`config.mk`:
```
export PLATFORM = sky130hd
export DESIGN_NAME = mem_stage
export DESIGN_NICKNAME = d
export VERILOG_FILES = /design/src/rtl/mem_stage_pkg.sv /design/src/rtl/mem_load_align.sv /design/src/rtl/mem_stage.sv
export SDC_FILE = /design/constraint.sdc
export NUM_CORES = 1
export LEC_CHECK = 0
export BUFFER_PORTS_ARGS = -buffer_cell sky130_fd_sc_hd__buf_2
export CORE_MARGIN = 2
export CORE_UTILIZATION = 25
export CTS_CLUSTER_DIAMETER = 100
export CTS_CLUSTER_SIZE = 24
export DETAILED_ROUTE_END_ITERATION = 7
export SYNTH_ARGS = -nofsm -noshare
export SYNTH_HDL_FRONTEND = slang
export SYNTH_SLANG_ARGS = --single-unit
```
`constraint.sdc`:
```
create_clock -name clk -period 2.9 [get_ports clk]
set_input_delay 0.87 -clock clk [delete_from_list [all_inputs] [get_ports clk]]
set_output_delay 0.87 -clock clk [all_outputs]
set_load 0.05 [all_outputs]
```
`src/rtl/mem_stage_pkg.sv`:
```
// -----------------------------------------------------------------------------
// mem_stage_pkg
// Shared definitions for the memory-access pipeline stage:
//   - bus widths and field offsets of the execute->mem, mem->writeback and
//     mem->decode forwarding buses
//   - load-type codes carried in the execute bus
//   - load FSM state encodings
//   - packed structs overlaying each bus, plus a small extension helper
// -----------------------------------------------------------------------------
package mem_stage_pkg;

    // Bus widths
    localparam int ES_TO_MS_BUS_WD = 74;
    localparam int MS_TO_WS_BUS_WD = 70;
    localparam int MS_FWD_BUS_WD   = 39;

    // execute -> mem field offsets
    localparam int ES_LD_TYPE_HI   = 73;
    localparam int ES_LD_TYPE_LO   = 71;
    localparam int ES_RES_FROM_MEM = 70;
    localparam int ES_GR_WE        = 69;
    localparam int ES_DEST_HI      = 68;
    localparam int ES_DEST_LO      = 64;
    localparam int ES_ALU_HI       = 63;
    localparam int ES_ALU_LO       = 32;
    localparam int ES_PC_HI        = 31;
    localparam int ES_PC_LO        = 0;

    // mem -> writeback field offsets
    localparam int MS_GR_WE        = 69;
    localparam int MS_DEST_HI      = 68;
    localparam int MS_DEST_LO      = 64;
    localparam int MS_RESULT_HI    = 63;
    localparam int MS_RESULT_LO    = 32;
    localparam int MS_PC_HI        = 31;
    localparam int MS_PC_LO        = 0;

    // mem -> decode forwarding field offsets
    localparam int FWD_VALID       = 38;
    localparam int FWD_LOAD_PEND   = 37;
    localparam int FWD_DEST_HI     = 36;
    localparam int FWD_DEST_LO     = 32;
    localparam int FWD_RESULT_HI   = 31;
    localparam int FWD_RESULT_LO   = 0;

    // Load-type codes; any unlisted code is treated as a full word
    typedef enum logic [2:0] {
        LD_W  = 3'd0,
        LD_B  = 3'd1,
        LD_H  = 3'd2,
        LD_BU = 3'd3,
        LD_HU = 3'd4
    } ld_type_e;

    // Load FSM states
    typedef enum logic [1:0] {
        MS_IDLE = 2'd0,
        MS_WAIT = 2'd1,
        MS_HOLD = 2'd2
    } ms_state_e;

    typedef struct packed {
        logic [2:0]  ld_type;
        logic        res_from_mem;
        logic        gr_we;
        logic [4:0]  dest;
        logic [31:0] alu_result;
        logic [31:0] pc;
    } es_to_ms_t;

    typedef struct packed {
        logic        gr_we;
        logic [4:0]  dest;
        logic [31:0] final_result;
        logic [31:0] pc;
    } ms_to_ws_t;

    typedef struct packed {
        logic        fwd_valid;
        logic        load_pending;
        logic [4:0]  dest;
        logic [31:0] final_result;
    } ms_fwd_t;

    // Extend a 16-bit value to 32 bits; sign bit taken from bit 15
    function automatic logic [31:0] ext16(input logic [15:0] v, input logic sgn);
        return {{16{sgn & v[15]}}, v};
    endfunction

    // Extend an 8-bit value to 32 bits; sign bit taken from bit 7
    function automatic logic [31:0] ext8(input logic [7:0] v, input logic sgn);
        return {{24{sgn & v[7]}}, v};
    endfunction

endpackage

```
`src/rtl/mem_load_align.sv`:
```
// -----------------------------------------------------------------------------
// mem_load_align
// Combinational load-data alignment. Picks the addressed byte or halfword out
// of the 32-bit SRAM word and sign- or zero-extends it according to ld_type.
// Ports:
//   ld_type      in  3   load-type code (LD_W/LD_B/LD_H/LD_BU/LD_HU)
//   addr         in  2   low address bits of the load
//   rdata        in  32  raw word from the data SRAM (or its hold buffer)
//   load_result  out 32  aligned and extended result
// -----------------------------------------------------------------------------
module mem_load_align
    import mem_stage_pkg::*;
(
    input  logic [2:0]  ld_type,
    input  logic [1:0]  addr,
    input  logic [31:0] rdata,
    output logic [31:0] load_result
);

    logic [7:0]  byte_sel;
    logic [15:0] half_sel;

    always_comb begin
        byte_sel = rdata[7:0];
        case (addr)
            2'd0: byte_sel = rdata[7:0];
            2'd1: byte_sel = rdata[15:8];
            2'd2: byte_sel = rdata[23:16];
            2'd3: byte_sel = rdata[31:24];
            default: byte_sel = rdata[7:0];
        endcase
    end

    // Halfword selection ignores addr[0]; misalignment is caught upstream.
    assign half_sel = addr[1] ? rdata[31:16] : rdata[15:0];

    always_comb begin
        load_result = rdata;
        case (ld_type_e'(ld_type))
            LD_B:    load_result = ext8(byte_sel, 1'b1);
            LD_BU:   load_result = ext8(byte_sel, 1'b0);
            LD_H:    load_result = ext16(half_sel, 1'b1);
            LD_HU:   load_result = ext16(half_sel, 1'b0);
            default: load_result = rdata;
        endcase
    end

endmodule

```
`src/rtl/mem_stage.sv`:
```
// -----------------------------------------------------------------------------
// mem_stage
// Memory-access pipeline stage between execute and writeback. Latches the
// execute bus, waits for variable-latency load data from the data SRAM,
// aligns/extends sub-word loads and hands the result to writeback. Also drives
// a forwarding/interlock bus back to decode.
// Ports:
//   clk                in  1   clock
//   reset              in  1   asynchronous active-low reset
//   ws_allowin         in  1   writeback can accept this cycle
//   ms_allowin         out 1   this stage can accept this cycle
//   es_to_ms_valid     in  1   execute offers an instruction
//   es_to_ms_bus       in  74  {ld_type, res_from_mem, gr_we, dest, alu_result, pc}
//   data_sram_data_ok  in  1   load data valid this cycle
//   data_sram_rdata    in  32  load data
//   ms_to_ws_valid     out 1   result offered to writeback
//   ms_to_ws_bus       out 70  {gr_we, dest, final_result, pc}
//   ms_fwd_bus         out 39  {fwd_valid, load_pending, dest, final_result}
// -----------------------------------------------------------------------------
module mem_stage
    import mem_stage_pkg::*;
(
    input  logic                       clk,
    input  logic                       reset,
    input  logic                       ws_allowin,
    output logic                       ms_allowin,
    input  logic                       es_to_ms_valid,
    input  logic [ES_TO_MS_BUS_WD-1:0] es_to_ms_bus,
    input  logic                       data_sram_data_ok,
    input  logic [31:0]                data_sram_rdata,
    output logic                       ms_to_ws_valid,
    output logic [MS_TO_WS_BUS_WD-1:0] ms_to_ws_bus,
    output logic [MS_FWD_BUS_WD-1:0]   ms_fwd_bus
);

    es_to_ms_t  es_in;
    es_to_ms_t  bus_q;
    logic       ms_valid_q;
    ms_state_e  state_q, state_d;
    logic [31:0] rdata_buf_q, rdata_buf_d;

    logic        ms_ready_go;
    logic        accept;
    logic [31:0] align_src;
    logic [31:0] load_result;
    logic [31:0] final_result;
    ms_to_ws_t   ws_out;
    ms_fwd_t     fwd_out;

    assign es_in = es_to_ms_bus;

    // ------------------------------------------------------------------
    // Handshake
    // ------------------------------------------------------------------
    // A load is only ready once data has arrived (WAIT + data_ok) or has
    // been parked in the hold buffer (HOLD). Non-loads pass in one cycle.
    always_comb begin
        ms_ready_go = 1'b1;
        if (bus_q.res_from_mem) begin
            case (state_q)
                MS_WAIT: ms_ready_go = data_sram_data_ok;
                MS_HOLD: ms_ready_go = 1'b1;
                default: ms_ready_go = 1'b0;
            endcase
        end
    end

    assign ms_allowin     = !ms_valid_q || (ms_ready_go && ws_allowin);
    assign ms_to_ws_valid = ms_valid_q && ms_ready_go;
    assign accept         = es_to_ms_valid && ms_allowin;

    // ------------------------------------------------------------------
    // Load FSM next state
    // ------------------------------------------------------------------
    always_comb begin
        state_d     = state_q;
        rdata_buf_d = rdata_buf_q;
        case (state_q)
            MS_WAIT: begin
                if (data_sram_data_ok) begin
                    if (ws_allowin) begin
                        state_d = MS_IDLE;
                    end else begin
                        // Writeback is stalled: park the word, since the
                        // SRAM only presents it for this one cycle.
                        state_d     = MS_HOLD;
                        rdata_buf_d = data_sram_rdata;
                    end
                end
            end
            MS_HOLD: begin
                if (ws_allowin) state_d = MS_IDLE;
            end
            default: ;
        endcase
        // A new instruction entering overrides whatever the old one decided.
        if (accept) state_d = es_in.res_from_mem ? MS_WAIT : MS_IDLE;
    end

    // ------------------------------------------------------------------
    // Registers
    // ------------------------------------------------------------------
    always_ff @(posedge clk or negedge reset) begin
        if (!reset) begin
            ms_valid_q  <= 1'b0;
            bus_q       <= '0;
            state_q     <= MS_IDLE;
            rdata_buf_q <= '0;
        end else begin
            state_q     <= state_d;
            rdata_buf_q <= rdata_buf_d;
            if (ms_allowin) ms_valid_q <= es_to_ms_valid;
            if (accept)     bus_q      <= es_in;
        end
    end

    // ------------------------------------------------------------------
    // Result path
    // ------------------------------------------------------------------
    assign align_src = (state_q == MS_HOLD) ? rdata_buf_q : data_sram_rdata;

    mem_load_align u_align (
        .ld_type     (bus_q.ld_type),
        .addr        (bus_q.alu_result[1:0]),
        .rdata       (align_src),
        .load_result (load_result)
    );

    assign final_result = bus_q.res_from_mem ? load_result : bus_q.alu_result;

    always_comb begin
        ws_out.gr_we        = bus_q.gr_we;
        ws_out.dest         = bus_q.dest;
        ws_out.final_result = final_result;
        ws_out.pc           = bus_q.pc;
    end

    // Decode must interlock on load_pending: final_result is not yet real.
    always_comb begin
        fwd_out.fwd_valid    = ms_valid_q && bus_q.gr_we && (bus_q.dest != 5'd0);
        fwd_out.load_pending = ms_valid_q && bus_q.res_from_mem && !ms_ready_go;
        fwd_out.dest         = bus_q.dest;
        fwd_out.final_result = final_result;
    end

    assign ms_to_ws_bus = ws_out;
    assign ms_fwd_bus   = fwd_out;

endmodule

```
Word-level counts from Yosys, hierarchy flattened
Index checks and enable logic that the tools add are counted.
{"block": "totals", "regBits": 109, "word_cells": 49}
{"block": "classes", "muxes": 13, "n_bitwise": 1, "n_reduce_logical": 15, "n_eq_ne": 11}
{"cell": "32-bit one-hot mux with 4 select lines", "n": 1}
{"cell": "32-bit 2-to-1 mux", "n": 2}
{"cell": "8-bit one-hot mux with 4 select lines", "n": 1}
{"cell": "16-bit 2-to-1 mux", "n": 1}
{"cell": "2-bit 2-to-1 mux", "n": 4}
{"cell": "1-bit logical AND", "n": 7}
{"cell": "2-bit equality test (second input constant)", "n": 3}
{"cell": "3-bit by 2-bit equality test with 1-bit output (second input constant)", "n": 2}
{"cell": "3-bit != test (second input constant)", "n": 2}
{"cell": "3-bit AND reduction", "n": 2}
{"cell": "5-bit nonzero test", "n": 1}
{"cell": "2-bit by 1-bit equality test with 1-bit output (second input constant)", "n": 2}
{"cell": "2-bit one-hot mux with 2 select lines", "n": 1}
{"cell": "3-bit by 1-bit equality test with 1-bit output (second input constant)", "n": 1}
{"cell": "3-bit equality test (second input constant)", "n": 1}
{"cell": "3-bit nonzero test", "n": 1}
{"cell": "1-bit logical NOT", "n": 2}
{"cell": "2-bit logical NOT", "n": 1}
{"cell": "1-bit 2-to-1 mux", "n": 2}
{"cell": "1-bit one-hot mux with 2 select lines", "n": 1}
{"cell": "1-bit logical OR", "n": 1}
{"cell": "1-bit NOT", "n": 1}

Logic depth before layout (Yosys ltp)
Gate-level depths: netlist (run 1).
{"block": "depth", "ltp_word": 8, "ltp_mapped": 10, "mapped_depth_nobuf": 7}

Cells and area by module
A second synthesis (run 1) with hierarchy kept.
{"block": "unflattened", "hier_cells": 556, "area_unflattened_um2": 6830.3}
{"mod": "mem_stage", "cells_each": 405, "area_each_um2": 5641.7, "instances": 1}
{"mod": "mem_load_align", "cells_each": 151, "area_each_um2": 1188.6, "instances": 1}

Worst setup path after synthesis (run 1)
Ideal clock, no wire load.
{"block": "synth_path", "kind": "reg-to-output", "from": "register state_q[0]", "to": "output ms_to_ws_bus[37]", "n_path_buf": 4, "arrival_time_ns": 2.785, "setup_slack_ns": -0.755, "path_stages_with_launch": 11, "cell_sequence": "dfrtp_1 -> inv_1 -> ha_1 -> buf_2 -> buf_4 -> buf_2 -> mux2i_1 -> nor2_1 -> a31oi_1 -> a31oi_1 -> buf_4"}
{"block": "synth_between", "elab_chain_cells": 5, "word_cells_on_any_way": 6, "cone_classes": "1 x eq/ne; 5 x mux"}
{"item": "start, declared", "line_no": "mem_stage.sv:39", "rtl": "ms_state_e state_q, state_d;"}
{"item": "start signal, assigned", "line_no": "mem_stage.sv:110", "rtl": "state_q <= state_d;"}
{"item": "2-bit equality test *", "line_no": "mem_stage.sv:120", "rtl": "assign align_src = (state_q == MS_HOLD) ? rdata_buf_q : data_sram_rdata;"}
{"item": "32-bit 2-to-1 mux *", "line_no": "mem_stage.sv:120"}
{"item": "8-bit one-hot mux with 4 select lines or 16-bit 2-to-1 mux (tied branches)", "line_no": "mem_load_align.sv:25, mem_load_align.sv:35"}
{"item": "32-bit one-hot mux with 4 select lines *", "line_no": "mem_load_align.sv:39", "rtl": "case (ld_type_e'(ld_type))"}
{"item": "32-bit 2-to-1 mux *", "line_no": "mem_stage.sv:129", "rtl": "assign final_result = bus_q.res_from_mem ? load_result : bus_q.alu_result;"}
{"item": "end, declared", "line_no": "mem_stage.sv:32", "rtl": "output logic [MS_TO_WS_BUS_WD-1:0] ms_to_ws_bus,"}
Mark *: on every way between the ends. The rest lies on a longest branch, timed or not.

Worst setup path after layout (run 1)
{"block": "layout_path", "from": "register state_q[1]", "to": "output ms_fwd_bus[11]"}
{"block": "layout_between", "elab_chain_cells": 5, "word_cells_on_any_way": 6, "cone_classes": "1 x eq/ne; 5 x mux"}
{"item": "2-bit equality test *", "line_no": "mem_stage.sv:120"}
{"item": "32-bit 2-to-1 mux *", "line_no": "mem_stage.sv:120"}
{"item": "8-bit one-hot mux with 4 select lines or 16-bit 2-to-1 mux (tied branches)", "line_no": "mem_load_align.sv:25, mem_load_align.sv:35"}
{"item": "32-bit one-hot mux with 4 select lines *", "line_no": "mem_load_align.sv:39"}
{"item": "32-bit 2-to-1 mux *", "line_no": "mem_stage.sv:129"}
{"item": "end, declared", "line_no": "mem_stage.sv:33", "rtl": "output logic [MS_FWD_BUS_WD-1:0] ms_fwd_bus"}
Marked as above.

==> impl_metrics.ini, run 1 <==
[run_status]
status = complete, but fails checks
violations = setup timing

[critical_path]
reg2reg_to = ms_to_ws_bus[23]$_DFFE_PN0P_
cp-end-kind = output pin
rrSetupSlack_ns = 0.14
critPathArrivalTime_ns = 2.41
path_max_fanout = 6
startpoint_type = register
path_cells = ha_4 -> buf_4 -> buf_6 -> nand2_4 -> o22ai_4 -> nor4_4 -> buf_4 -> nand3_4 -> buf_12 -> nand2_4 -> buf_6
r2r_cells = 13
r2r_start = state_q[1]$_DFFE_PN0P_
worstPathRequired_ns = 2.03
cpPeakStageDelay_ns = 0.42
cp_slowest_cell = dfrtp_1
worstSetupPathType = reg2out

[floorplanning]
rows = 57
core_area_um2 = 24200
start_util = 0.255
die_width_um = 161
die_area_um2 = 26000
die_h_um = 161
io_pins = 222

[placement]
globalplace.congestion = 0.760
hpwl_um = 12800
io_buffers = 221
pre_cts_slack_ns = -0.349

[timing]
rsz0062_at_grt = yes
hold_viol = 0
setup_viol = 67
setup-tns-final_ns = -20.38
worst_pin_slew_ns = 0.566
clock_skew_ns = 0.0103
fmax_mhz = 305
max_slew_margin = 0.619
min_period_ns = 3.28
period_share = 1.13
worst_slack_ns = -0.378
slew_violations = 0

[synthesis]
synth_fa_ha_area_frac = 0.00405
synthXorXnorAreaFrac = 0.00284
synth_largest_area_cell = dfrtp_1
synth_top_area_frac = 0.442
synth_common_cells = 109 x dfrtp_1, 76 x buf_4, 72 x mux2_1, 44 x mux2_2
synth_cells = 533
synthTopCellsByArea = dfrtp_1 44%, mux2_1 13%, buf_4 9.2%
synth_flop_cell = dfrtp_1
synth_edf_count = 0
syn_area_um2 = 6170
yosys.area_share.simple = 0.0458
synth_top_family_by_area = multiplexers
yosysWarnings = 0
synthMuxAreaShare = 0.274
ys_ff_latch = 109
yosysMostFrequentCell = dfrtp_1
synth_cell_types = 44
syn-num-nets = 646
synth_seq_area_share = 0.442
synth-compound-area-share = 0.109
synthArstFlopShare = 1.00
syn_area_per_cell_um2 = 11.6

[layout]
final_nets = 849
area_delta_synth_final_pct = 49.1
num-fill-cells = 2374
drive_above_1_share = 0.618

[clock_network]
clkTransAtPathRegs_ns = 0.08
htree_levels = 3
clk_path_buf_depth = 2
cts_buffers = 9
insertion_delay_ns = 0.36
root_buffer = clkbuf_16
clock-sinks = 109
cts_tree = yes

[grt]
grt_antenna_before_repair = 5
grt_max_degree = 57
busiest_layer = met2
grt_use_met1 = 0.165
grtUsageMet3 = 0.0403
grt_pass1_vias = 4844
grt_use_met2 = 0.230
overflow = 0
grt_pass1_wl_um = 27100
track_usage = 0.135

[drt]
antenna_left = 0
dr_total_vias = 4799
vias_per_cell = 4.50
dr.pass1.iters = 4
wirelength_um = 18000
route.detailed.drc = 0
drt-initial-drc-count = 200
wl_per_cell_um = 16.9

[flow_run]
drv_cap = 0

[min_path]
min_path_type = in2async
[worst max-delay path: cells and delay by family, from the launching register on]
| kind | cells | cell delay (ns) |
|---|---|---|
| buffers and inverters | 5 | 0.83 |
| and+or+nand+nor | 4 | 0.53 |
| DFF | 1 | 0.42 |
| adders and majority gates | 1 | 0.21 |
| AOI/OAI and AO/OA | 1 | 0.07 |
[worst max-delay path by stage]
| stage | start | endpoint | cells after the start |
|---|---|---|---|
| final | state_q[1]$_DFFE_PN0P_ | ms_fwd_bus[11] | 11 |
| after global routing | state_q[1]$_DFFE_PN0P_ | ms_fwd_bus[11] | 11 |
| after CTS | state_q[0]$_DFFE_PN0P_ | ms_fwd_bus[15] | 9 |
| after detailed placement | data_sram_rdata[31] | ms_fwd_bus[15] | 9 |
| after global placement | data_sram_rdata[31] | ms_fwd_bus[15] | 9 |
| after floorplan | data_sram_rdata[7] | ms_to_ws_bus[53] | 7 |
[per-stage QoR]
step	cell area (µm²)	hold WS, ns	instances	util
floorplan	6700	0.452	533	-
global placement	7860	0.462	1029	0.324
detailed placement	7860	0.469	1029	0.324
CTS	8850	0.414	1054	0.365
global route	9200	0.432	1065	0.379
finish	9200	0.420	1066	0.380
[logic make-up after synthesis]
logic type      after synthesis
compound gates               98
xor+xnor                      2
fa+ha+maj                     2
buf+inv                     118
flops                       109
mux                         147
simple gates                 57
[placed cells by master (no fill, tap or decap), drive strengths merged, types with 3 or more instances in the layout]
master and instances:
a21oi 17, a31oi 4, buf 300, clkbuf 10, dfrtp 109, inv 12
mux2 116, mux2i 25, mux4 6, nand2 22, nand2b 3, nand3 5
nor2 13, nor2b 4, o21ai 39, o221ai 5, o22a 17, o22ai 4
[registers in the layout, indices dropped and copies added, names as in the netlist]
| register | cells |
|---|---|
| rdata_buf_q | 32 |
| bus_q | 36 |
| state_q | 2 |
| ms_valid_q | 1 |
| ms_fwd_bus | 5 |
| ms_to_ws_bus | 33 |
[metal layers]
layer / part of all wire / wire length, µm
met1: 0.41 / 7450
met2: 0.49 / 8890
met3: 0.069 / 1250
met4: 0.018 / 332
met5: 0.0028 / 51
[what timing repair did]
action | CTS | global route
endpoints found under the setup margin | 67 | 67
setup buffers | 9 | 10
resized for setup | 170 | 57
cloned | 0 | 1
hold buffers | 0 | 0
pin swaps | 9 | 14
[final cells by class]
cell class | count | area, µm² | area share
clock buffer | 9 | 225 | 0.0245
inverter | 9 | 33.8 | 0.00367
sequential | 109 | 2740 | 0.297
tap | 324 | 405 | 0.0441
clock inverter | 7 | 81.3 | 0.00884
multi-input combinational | 306 | 3310 | 0.360
timing repair buffer | 301 | 2400 | 0.261
antenna | 1 | 2.50 | 0.000272
Power of run 1 is left out: the tool's default activity adds up to more than one toggle a clock period on the data nets, which glitch-free logic cannot reach.
==> inputs of run 2 (changes only) <==
==> constraint.sdc (replaced) <==
create_clock -name clk -period 2.6 [get_ports clk]
set_input_delay 0.78 -clock clk [delete_from_list [all_inputs] [get_ports clk]]
set_output_delay 0.78 -clock clk [all_outputs]
set_load 0.05 [all_outputs]
==> impl_metrics.ini, run 2 (synthesis gave the netlist of run 1 again) <==
[layout]
diodes = 0
final_nets = 865
final_cell_mix = 153 x buf_2, 108 x dfrtp_1, 79 x buf_4
area_delta_synth_final_pct = 49.9
drive_above_1_share = 0.621
largest_register_ffs = 36
regMostFlops = bus_q
final_common_cell = buf_2

[flow_run]
drv_cap = 0

[timing]
clock_skew_ns = 0.0111
period_share = 1.23
worst_slack_ns = -0.592
setup-tns-final_ns = -31.80
hold_viol = 0
setup_viol = 67
min_period_ns = 3.19
max_slew_margin = 0.638
worst_pin_slew_ns = 0.544
fmax_mhz = 313
rsz0062_at_grt = yes
slew_violations = 0

[floorplanning]
core_area_um2 = 24200
die_h_um = 161
die_area_um2 = 26000
die_width_um = 161
io_pins = 222
rows = 57
start_util = 0.255

[critical_path]
reg2reg_to = bus_q[34]$_DFFE_PN0P_
worstSetupPathType = reg2out
r2r_start = state_q[1]$_DFFE_PN0P_
critPathArrivalTime_ns = 2.41
cp-end-kind = output pin
path_cells = inv_2 -> ha_4 -> mux4_2 -> a31oi_1 -> a21oi_1 -> a311oi_2 -> buf_4 -> a21oi_4 -> buf_6
cpPeakStageDelay_ns = 0.54
cp_slowest_cell = mux4_2
startpoint_type = register
r2r_cells = 11
worstPathRequired_ns = 1.82
path_max_fanout = 7
rrSetupSlack_ns = 0.16

[grt]
overflow = 0
grt_pass1_wl_um = 28300
grt_antenna_before_repair = 3
grt_pass1_vias = 4895
grt_max_degree = 53
track_usage = 0.143

[clock_network]
clk_path_buf_depth = 2
cts_tree = yes
cts_buffers = 9
hold_buffers = 0
htree_levels = 3
root_buffer = clkbuf_16
clkTransAtPathRegs_ns = 0.08
clock-sinks = 109
insertion_delay_ns = 0.36

[drt]
dr_total_vias = 4784
wl_per_cell_um = 16.9
antenna_left = 0
route.detailed.drc = 0
vias_per_cell = 4.43
dr.pass1.iters = 4
wirelength_um = 18300
drt-initial-drc-count = 211

[placement]
io_buffers = 221
globalplace.congestion = 0.763
hpwl_um = 13700

[run_status]
status = complete, but fails checks
violations = setup timing

[min_path]
min_path_type = in2async
[run 2: cell types whose count changed in the layout (fill, tap and decap cells not counted), moves of 4 or more]
cell,before,now
o21ai_1,12,16
buf_4,59,79
buf_6,56,65
buf_8,20,9
[run 2: how the worst max path moves through the flow]
stage,startpoint,endpoint,cells after the start
5_1_grt,state_q[0]$_DFFE_PN0P_,ms_fwd_bus[15],9
6_report,state_q[0]$_DFFE_PN0P_,ms_fwd_bus[15],9
3_3_place_gp,data_sram_rdata[23],ms_fwd_bus[27],8
4_1_cts,state_q[0]$_DFFE_PN0P_,ms_fwd_bus[15],9
3_5_place_dp,data_sram_rdata[23],ms_to_ws_bus[56],8
2_1_floorplan,data_sram_rdata[7],ms_to_ws_bus[53],7
[run 2: worst max-delay path: cells and delay by family, from the launching register on]
kind / cells / cell delay (ns)
flip-flops: 1 / 0.40
AO/OA/AOI/OAI: 4 / 0.54
multiplexers: 1 / 0.54
adder cells (fa/ha/maj): 1 / 0.18
buffers and inverters: 3 / 0.40
[run 2: timing repair]
action                                 4_1_cts  5_1_grt
resized for setup                          178       26
setup endpoints to repair                   97       67
pin swaps                                   10        8
gates cloned                                 1        0
buffers inserted                            17        5
endpoints found under the hold margin        0        0
[run 2: per-layer routing]
| metal | wire length, µm | vias to the layer above | global-route usage |
|---|---|---|---|
| li1 | - | 2274 | - |
| met2 | 9150 | 159 | 0.244 |
| met5 | 25 | - | 0 |
| met4 | 146 | 4 | 0.0292 |
| met3 | 1220 | 13 | 0.0395 |
| met1 | 7740 | 2334 | 0.181 |
[run 2: stage by stage]
step	setup WS, ns	hold WS, ns	utilization	instances	instance area, µm²
2_1_floorplan	-0.352	0.452	-	533	6790
3_3_place_gp	-0.501	0.463	0.333	1049	8070
3_5_place_dp	-0.533	0.469	0.333	1049	8070
4_1_cts	-0.675	0.415	0.376	1077	9130
5_1_grt	-0.681	0.431	0.382	1081	9260
6_report	-0.592	0.402	0.382	1081	9260
[run 2: final cells by class]
| class | count | area, µm² |
|---|---|---|
| Clock inverter | 7 | 103 |
| Sequential cell | 109 | 2730 |
| Timing Repair Buffer | 317 | 2450 |
| Clock buffer | 9 | 225 |
| Multi-Input combinational cell | 306 | 3300 |
| Inverter | 9 | 36.3 |
| Fill cell | 2359 | 15000 |
| Tap cell | 324 | 405 |
Power of run 2 is left out for the same reason.
